--- src/rtl/wb_hub_if.sv ---
// Bundle of CPU-side request signals and Wishbone-side slave signals for wb_hub.
// The slave modport is the hub's view; the master modport is the surrounding CPU/slave fabric.
interface wb_hub_if #(
  parameter int NSLV = 4,
  parameter int AW   = 8,
  parameter int DW   = 8
);
  logic                 cs;
  logic                 we;
  logic [AW-1:0]        addr;
  logic [DW-1:0]        din;
  logic [DW-1:0]        dout;
  logic                 rdy;
  logic                 err;
  logic [NSLV-1:0]      wb_stbo;
  logic                 wb_rwo;
  logic [AW-1:0]        wb_adro;
  logic [DW-1:0]        wb_dato;
  logic [NSLV-1:0]      wb_acki;
  logic [NSLV*DW-1:0]   wb_dati;

  modport slave (
    input  cs, we, addr, din,
    output dout, rdy, err,
    output wb_stbo, wb_rwo, wb_adro, wb_dato,
    input  wb_acki, wb_dati
  );

  modport master (
    output cs, we, addr, din,
    input  dout, rdy, err,
    input  wb_stbo, wb_rwo, wb_adro, wb_dato,
    output wb_acki, wb_dati
  );
endinterface

--- src/rtl/wb_hub.sv ---
// Address-decoded Wishbone hub: one-hot strobes, registered read-data mux, ack timeout.
// state  | meaning
// IDLE   | waiting for cs; latches request and decodes slave index
// STROBE | strobe to selected slave, counting cycles until ack or timeout
// DONE   | rdy high with result; held until cs is sampled low
module wb_hub #(
  parameter int            NSLV     = 4,
  parameter int            AW       = 8,
  parameter int            DW       = 8,
  parameter int            TIMEOUT  = 15,
  parameter logic [DW-1:0] ERR_DATA = {DW{1'b1}}
) (
  input logic     clk,
  input logic     rst,
  wb_hub_if.slave bus
);

  localparam int            CW       = (TIMEOUT < 1) ? 1 : $clog2(TIMEOUT + 1);
  localparam bit            TMO_EN   = (TIMEOUT != 0);
  localparam logic [CW-1:0] TMO_LAST = TMO_EN ? CW'(TIMEOUT - 1) : '0;
  localparam logic [4:0]    NSLV_W   = 5'(NSLV);

  typedef enum logic [1:0] {
    S_IDLE,
    S_STROBE,
    S_DONE
  } state_t;

  state_t          state_q, state_d;
  logic [3:0]      idx_q, idx_d;
  logic [AW-1:0]   adr_q, adr_d;
  logic [DW-1:0]   dat_q, dat_d;
  logic            rw_q, rw_d;
  logic [NSLV-1:0] stb_q, stb_d;
  logic [CW-1:0]   cnt_q, cnt_d;
  logic [DW-1:0]   dout_q, dout_d;
  logic            rdy_q, rdy_d;
  logic            err_q, err_d;

  logic [3:0]      req_idx;
  logic            req_hit;
  logic            ack_sel;
  logic [DW-1:0]   rdat_sel;
  logic            tmo;
  logic [CW-1:0]   cnt_inc;

  assign req_idx = bus.addr[AW-1:AW-4];
  assign req_hit = ({1'b0, req_idx} < NSLV_W);

  // Only the latched slave's ack and data are visible; other acks are ignored.
  always_comb begin
    ack_sel  = 1'b0;
    rdat_sel = '0;
    for (int i = 0; i < NSLV; i++) begin
      if (idx_q == 4'(i)) begin
        ack_sel  = bus.wb_acki[i];
        rdat_sel = bus.wb_dati[i*DW +: DW];
      end
    end
  end

  assign cnt_inc = (&cnt_q) ? cnt_q : cnt_q + CW'(1);
  assign tmo     = TMO_EN && (cnt_q == TMO_LAST);

  always_comb begin
    state_d = state_q;
    idx_d   = idx_q;
    adr_d   = adr_q;
    dat_d   = dat_q;
    rw_d    = rw_q;
    stb_d   = stb_q;
    cnt_d   = cnt_q;
    dout_d  = dout_q;
    rdy_d   = rdy_q;
    err_d   = err_q;

    case (state_q)
      S_IDLE: begin
        if (bus.cs) begin
          adr_d = bus.addr;
          rw_d  = bus.we;
          dat_d = bus.din;
          idx_d = req_idx;
          cnt_d = '0;
          if (req_hit) begin
            for (int i = 0; i < NSLV; i++) begin
              stb_d[i] = (req_idx == 4'(i));
            end
            state_d = S_STROBE;
          end else begin
            rdy_d   = 1'b1;
            err_d   = 1'b1;
            dout_d  = ERR_DATA;
            state_d = S_DONE;
          end
        end
      end

      S_STROBE: begin
        // Ack is checked first so an ack on the timeout cycle still completes cleanly.
        if (ack_sel) begin
          stb_d   = '0;
          dout_d  = rw_q ? '0 : rdat_sel;
          err_d   = 1'b0;
          rdy_d   = 1'b1;
          state_d = S_DONE;
        end else if (tmo) begin
          stb_d   = '0;
          cnt_d   = cnt_inc;
          dout_d  = ERR_DATA;
          err_d   = 1'b1;
          rdy_d   = 1'b1;
          state_d = S_DONE;
        end else begin
          cnt_d = cnt_inc;
        end
      end

      S_DONE: begin
        if (!bus.cs) begin
          rdy_d   = 1'b0;
          err_d   = 1'b0;
          dout_d  = '0;
          state_d = S_IDLE;
        end
      end

      default: begin
        stb_d   = '0;
        state_d = S_IDLE;
      end
    endcase
  end

  always_ff @(posedge clk or negedge rst) begin
    if (!rst) begin
      state_q <= S_IDLE;
      idx_q   <= '0;
      adr_q   <= '0;
      dat_q   <= '0;
      rw_q    <= 1'b0;
      stb_q   <= '0;
      cnt_q   <= '0;
      dout_q  <= '0;
      rdy_q   <= 1'b0;
      err_q   <= 1'b0;
    end else begin
      state_q <= state_d;
      idx_q   <= idx_d;
      adr_q   <= adr_d;
      dat_q   <= dat_d;
      rw_q    <= rw_d;
      stb_q   <= stb_d;
      cnt_q   <= cnt_d;
      dout_q  <= dout_d;
      rdy_q   <= rdy_d;
      err_q   <= err_d;
    end
  end

  assign bus.wb_stbo = stb_q;
  assign bus.wb_rwo  = rw_q;
  assign bus.wb_adro = adr_q;
  assign bus.wb_dato = dat_q;
  assign bus.dout    = dout_q;
  assign bus.rdy     = rdy_q;
  assign bus.err     = err_q;

endmodule

--- src/flat_wrapper.sv ---
// flat-port wrapper written by rule: the top's interface ports become plain ports
module wb_hub_flat 
#(
  parameter int            NSLV     = 4,
  parameter int            AW       = 8,
  parameter int            DW       = 8,
  parameter int            TIMEOUT  = 15,
  parameter logic [DW-1:0] ERR_DATA = {DW{1'b1}}
)
  (clk, rst, bus_cs, bus_we, bus_addr, bus_din, bus_dout, bus_rdy, bus_err, bus_wb_stbo, bus_wb_rwo, bus_wb_adro, bus_wb_dato, bus_wb_acki, bus_wb_dati);
  wb_hub_if #(.NSLV(NSLV), .AW(AW), .DW(DW)) bus_i ();
  input logic clk;
  input logic rst;
  input wire logic [$bits(bus_i.cs)-1:0] bus_cs;
  input wire logic [$bits(bus_i.we)-1:0] bus_we;
  input wire logic [$bits(bus_i.addr)-1:0] bus_addr;
  input wire logic [$bits(bus_i.din)-1:0] bus_din;
  output wire logic [$bits(bus_i.dout)-1:0] bus_dout;
  output wire logic [$bits(bus_i.rdy)-1:0] bus_rdy;
  output wire logic [$bits(bus_i.err)-1:0] bus_err;
  output wire logic [$bits(bus_i.wb_stbo)-1:0] bus_wb_stbo;
  output wire logic [$bits(bus_i.wb_rwo)-1:0] bus_wb_rwo;
  output wire logic [$bits(bus_i.wb_adro)-1:0] bus_wb_adro;
  output wire logic [$bits(bus_i.wb_dato)-1:0] bus_wb_dato;
  input wire logic [$bits(bus_i.wb_acki)-1:0] bus_wb_acki;
  input wire logic [$bits(bus_i.wb_dati)-1:0] bus_wb_dati;
  assign bus_i.cs = bus_cs;
  assign bus_i.we = bus_we;
  assign bus_i.addr = bus_addr;
  assign bus_i.din = bus_din;
  assign bus_dout = bus_i.dout;
  assign bus_rdy = bus_i.rdy;
  assign bus_err = bus_i.err;
  assign bus_wb_stbo = bus_i.wb_stbo;
  assign bus_wb_rwo = bus_i.wb_rwo;
  assign bus_wb_adro = bus_i.wb_adro;
  assign bus_wb_dato = bus_i.wb_dato;
  assign bus_i.wb_acki = bus_wb_acki;
  assign bus_i.wb_dati = bus_wb_dati;
  wb_hub #(.NSLV(NSLV), .AW(AW), .DW(DW), .TIMEOUT(TIMEOUT), .ERR_DATA(ERR_DATA)) u_core (.clk(clk), .rst(rst), .bus(bus_i));
endmodule
--- config.mk ---
export PLATFORM = sky130hd
export DESIGN_NAME = wb_hub_flat
export DESIGN_NICKNAME = d
export VERILOG_FILES = /design/src/rtl/wb_hub_if.sv /design/src/rtl/wb_hub.sv /design/src/flat_wrapper.sv
export SDC_FILE = /design/constraint.sdc
export NUM_CORES = 1
export LEC_CHECK = 0
export BUFFER_PORTS_ARGS = -buffer_cell sky130_fd_sc_hd__buf_2
export CORE_MARGIN = 1
export CORE_UTILIZATION = 30
export DETAILED_ROUTE_END_ITERATION = 12
export SLEW_MARGIN = 20
export SYNTH_ARGS = -nofsm -noshare
export SYNTH_HDL_FRONTEND = slang
export SYNTH_SLANG_ARGS = --single-unit
export TNS_END_PERCENT = 5
--- constraint.sdc ---
create_clock -name clk -period 2.27 [get_ports clk]
set_input_delay 0.1135 -clock clk [delete_from_list [all_inputs] [get_ports clk]]
set_output_delay 0.1135 -clock clk [all_outputs]
set_load 0.01 [all_outputs]
* Word level (Yosys, flattened, before mapping)
Cells that the tools add are included.
** Word-level totals
- Output and inout port bits :: 31
- Word-level logic and storage cells :: 78
- Register bits after elaboration :: 41
- Input port bits :: 56
** Cells by class
- Bitwise operators :: 1
- Muxes and demuxes :: 38
- Equality and inequality tests :: 16
- $add $sub $neg :: 1
- Reduce and logical (&&, ||, !) cells :: 11
- Magnitude comparators :: 1
** Operator list (count)
- $mux W8 :: 10
- $mux W4 :: 7
- $pmux W8 S3 :: 1
- $eq A4 B2 Y1 const B :: 4
- $pmux W4 S3 :: 1
- $reduce_and A4 Y1 :: 3
- $mux W1 :: 10
- $mux W2 :: 5
- $ne A2 B2 Y1 const B :: 5
- $eq A4 B1 Y1 const B :: 2
- $logic_not A4 Y1 :: 2
- $pmux W4 S2 :: 1
- $pmux W1 S3 :: 2
- $pmux W2 S3 :: 1
- $reduce_and A5 Y1 :: 1
- $add A4 B1 Y4 const B :: 1
- $eq A4 B4 Y1 const B :: 1
- $lt A4 B3 Y1 const B :: 1
- $ne A3 B1 Y1 const B :: 1
- $reduce_and A3 Y1 :: 1
- $reduce_bool A3 Y1 :: 1
- $eq A2 B1 Y1 const B :: 1
- $eq A2 B2 Y1 const B :: 1
- $logic_not A2 Y1 :: 1
- other kinds (4) :: 4

* Longest topological paths before layout
- Depth after elaboration :: 8
- Gate-level depth with buffers :: 7
- Mapped depth without buffers :: 6

* Worst setup path before layout
No wires, ideal clock.
- Path kind :: reg-to-reg
- Start :: reg u_core.bus.wb_adro[4] (netlist name)
- End :: reg u_core.cnt_q[3]
- Cell stages (with the launch flop) :: 7
- Path slack :: 0.409 ns
- Library setup time :: 0.126 ns
- Data arrival time :: 1.735 ns
- Required time :: 2.144 ns
- Path through :: dfrtp_1 buf_2 mux2i_1 o22ai_2 a311o_1 buf_4 a311o_1
** RTL lines
- end signal: assignment :: line wb_hub.sv:154 : cnt_q <= cnt_d;
- end: declaration :: line wb_hub.sv:35 : logic [CW-1:0] cnt_q, cnt_d;

* Worst setup path in the final report
- Start :: reg u_core.idx_q[3]
- End :: reg u_core.cnt_q[3]
** Between the ends
- Word-level cells in the longest chain between the ends :: 7
- Elaborated cells between the ends (all ways) :: 10
** Ends and longest elaborated chain
- start: declaration :: line wb_hub.sv:30 : logic [3:0] idx_q, idx_d;
- start signal: assignment :: line wb_hub.sv:149 : idx_q <= idx_d;
- $logic_not A4 Y1 :: line wb_hub.sv:55 : if (idx_q == 4'(i)) begin
- $mux W1 (3 in a row) :: line wb_hub.sv:55
- $mux W1 * :: line wb_hub.sv:55
- $ne A2 B2 Y1 (no source line) *
- $reduce_and A4 Y1 (no source line) *
Mark *: on every way between the ends. The rest lies on a longest branch, timed or not.
A chain may end at the register's enable or synchronous reset.

==> impl_metrics.yaml <==
yosys:
  synth_area_per_cell_sq_um: 8.74
  synth_top_area_share_pct: 47.7
  synth-seq-cells: 37
  synth_most_common_cell: "nand2_1"
  syn_area_sq_um: 1940
  yosysSeqAreaShare_pct: 47.7
  synth_warnings: 0
  syn_nets: 280
  netlist_instances: 222
  synth_common_cells: "nand2_1, dfrtp_1, o21ai_0, nor2_1, mux2_2"
  synth_top_cell_by_area: "dfrtp_1"
  yosys-top-cells-area: "dfrtp_1, nand2_1, mux2_2"
  ys.flop_type: "dfrtp_1"
  synth-edff-count: 0
  ys_async_sr_fraction_pct: 100
  synthDistinctLibCells: 32
die:
  num_rows: 28
  core_area_sq_um: 6060
  start_util_pct: 32.0
  dieArea_sq_um: 6790
  io-pin-count: 87
  die_x_um: 82.4
  die_h_um: 82.4
global_routing:
  grt.overflow.total: 0
  grt_pass1_wl_mm: 7.47
  antenna_found_initial: 0
  grt_pass1_vias: 1645
  grt_usage_pct: 14.9
  grt_max_degree: 38
setup_path:
  startpoint_type: "flip-flop"
  cp_top_family: "compound AO/OA/AOI/OAI gates"
  cp.depth: 5
  cp_max_fo: 9
  cp.arrival_ns: 2.22
  ff2ff_path_depth: 5
  cpMaxStageDelayCell: "or3b_4"
  crit_required_ns: 2.44
  cp_cell_sequence: "or3b_4, o22ai_2, a311o_1, nor3_1, a311o_1"
  crit_buf_inv: 0
  cp-end-kind: "flip-flop"
  cp_slowest_stage_delay_ns: 0.45
  cp_common_cell: "a311o_1"
  path_class: "flip-flop to flip-flop"
sta:
  hold_violations: 0
  slew_headroom_pct: 45.1
  fin_worst_skew_ns: 0.00572
  period_share_pct: 90.2
  setup_tns_ns: 0
  drv_slew: 0
  rsz0062_at_grt: "no"
  period_minus_slack_ns: 2.05
  worst-slew-pin-transition_ns: 0.823
  finalSetupViolations: 0
  max_freq_ghz: 0.488
clock_tree:
  cts_buffers: 5
  clock_latency_ns: 0.29
  ctsHoldBuffers: 2
  postCtsSetupBuffers: 0
  cts_buffer_depth: 2
  cts.sinks: 37
  cts_resized: 0
  cts_root_buf: "clkbuf_8"
  clkTransAtPathRegs_ns: 0.07
  cts_tree: "built"
  cts.htree.levels: 2
worst_hold_path:
  worst_hold_path.num_cells: 3
  hold_class: "primary input to flip-flop"
cells_and_area:
  syn_to_final_growth_pct: 32.2
  nets: 370
  stdcell_count: 387
  drive_gt1_share_pct: 36.5
  diodes: 0
placement:
  port_buffers: 86
  place_inst: 378
  dp_hpwl_mm: 3.63
  gp_congestion: 0.749
detailed_routing:
  wl_mm: 4.80
  avgViaCountPerCell: 4.67
  drtPass1Iterations: 4
  dr_total_vias: 1808
  post_drt_wl_per_cell_um: 12.4
  drcViolationCount: 0
  drtIter0Drc: 64
  antenna_left: 0
pwr:
  irDropWorstVdd_mv: 0.553
  p_leak_nw: 1.34
  powerDensity_nw_per_um2: 1220
flow_run:
  cap_violations: 0
outcome:
  status: "completed"
state kept, by name, summed over array words and instances (netlist names):
name                cells
u_core.bus.err          1
u_core.bus.wb_dato      8
u_core.idx_q            1
u_core.bus.dout         8
u_core.bus.rdy          1
u_core.bus.wb_rwo       1
u_core.state_q          2
u_core.bus.wb_stbo      4
u_core.bus.wb_adro      7
u_core.cnt_q            4
path summary, 6_finish.rpt:
path,start,endpoint,slack [ns]
min in group asynchronous,rst,u_core.bus.dout[0],0.46
max in group asynchronous,rst,u_core.bus.wb_adro[0],1.29
worst min-delay path,bus_din[4],u_core.bus.wb_dato[4],0.008
worst max-delay path,u_core.idx_q[3],u_core.cnt_q[3],0.22
worst max register to register,u_core.idx_q[3],u_core.cnt_q[3],0.22
worst min register to register,u_core.bus.wb_dato[7],u_core.bus.wb_dato[7],0.47
layout make-up:
cell class                 instances  area (sq um)
tap                               75          93.8
multi-input combinational        173           962
sequential                        37           926
fill                             643          3500
clock buffer                       7          86.3
timing repair buffer              93           488
inverter                           2          7.51
stage by stage:
stage | cell area (sq um) | util [%] | power (W) | hold WS, ns | worst slack [ns]
after global routing | 2560 | 42.3 | 0.00341 | 0.00230 | 0.0928
after detailed placement | 2460 | 40.5 | 0.00270 | 0.268 | 0.241
after global placement | 2460 | 40.5 | 0.00266 | 0.262 | 0.321
after CTS | 2560 | 42.3 | 0.00318 | 0.000561 | 0.229
final | 2560 | 42.3 | 0.00313 | 0.00796 | 0.222
after floorplan | 1940 | - | 0.00213 | -0.182 | 0.409
cells by family (layout without fill, tap and decap cells):
logic type	after synthesis	after routing	share of synthesized area, %
buffers and inverters	12	102	2.65
muxes	16	16	9.10
AOI/OAI and AO/OA	47	47	15.4
and+or+nand+nor	108	108	23.9
DFF	37	37	47.7
adders and majority gates	2	2	1.29
power breakdown:
part           total (W)  internal [W]  switching [W]
logic            0.00151      0.000669       0.000844
clock network   0.000464      0.000241       0.000223
registers        0.00115      0.000942       0.000206
total            0.00313       0.00185        0.00127
layout by cell type (no fill, tap or decap), types with 3 or more instances in the layout:
| master | instances |
|---|---|
| nor3b_1 | 3 |
| mux2_2 | 13 |
| nand3_1 | 4 |
| nand2_1 | 71 |
| clkbuf_8 | 6 |
| a21oi_1 | 12 |
| o22ai_1 | 4 |
| buf_4 | 5 |
| mux2i_1 | 3 |
| o21ai_0 | 16 |
| nor2_1 | 15 |
| nor3_1 | 3 |
| dfrtp_1 | 37 |
| buf_2 | 86 |
| o21a_1 | 9 |
routing by layer:
layer  wire (um)  up-vias  GRT usage [%]
met5           0        -              0
met4          71        0           6.32
met3         381        7           4.40
met2        2000       66           23.7
met1        2340      800           18.7
li1            -      935              -
tightest hold or removal path, stage by stage:
cell     delay, ns
buf_2         0.07
nand2_1       0.04
nand2_1       0.04
(Power assumes the default switching activity.)
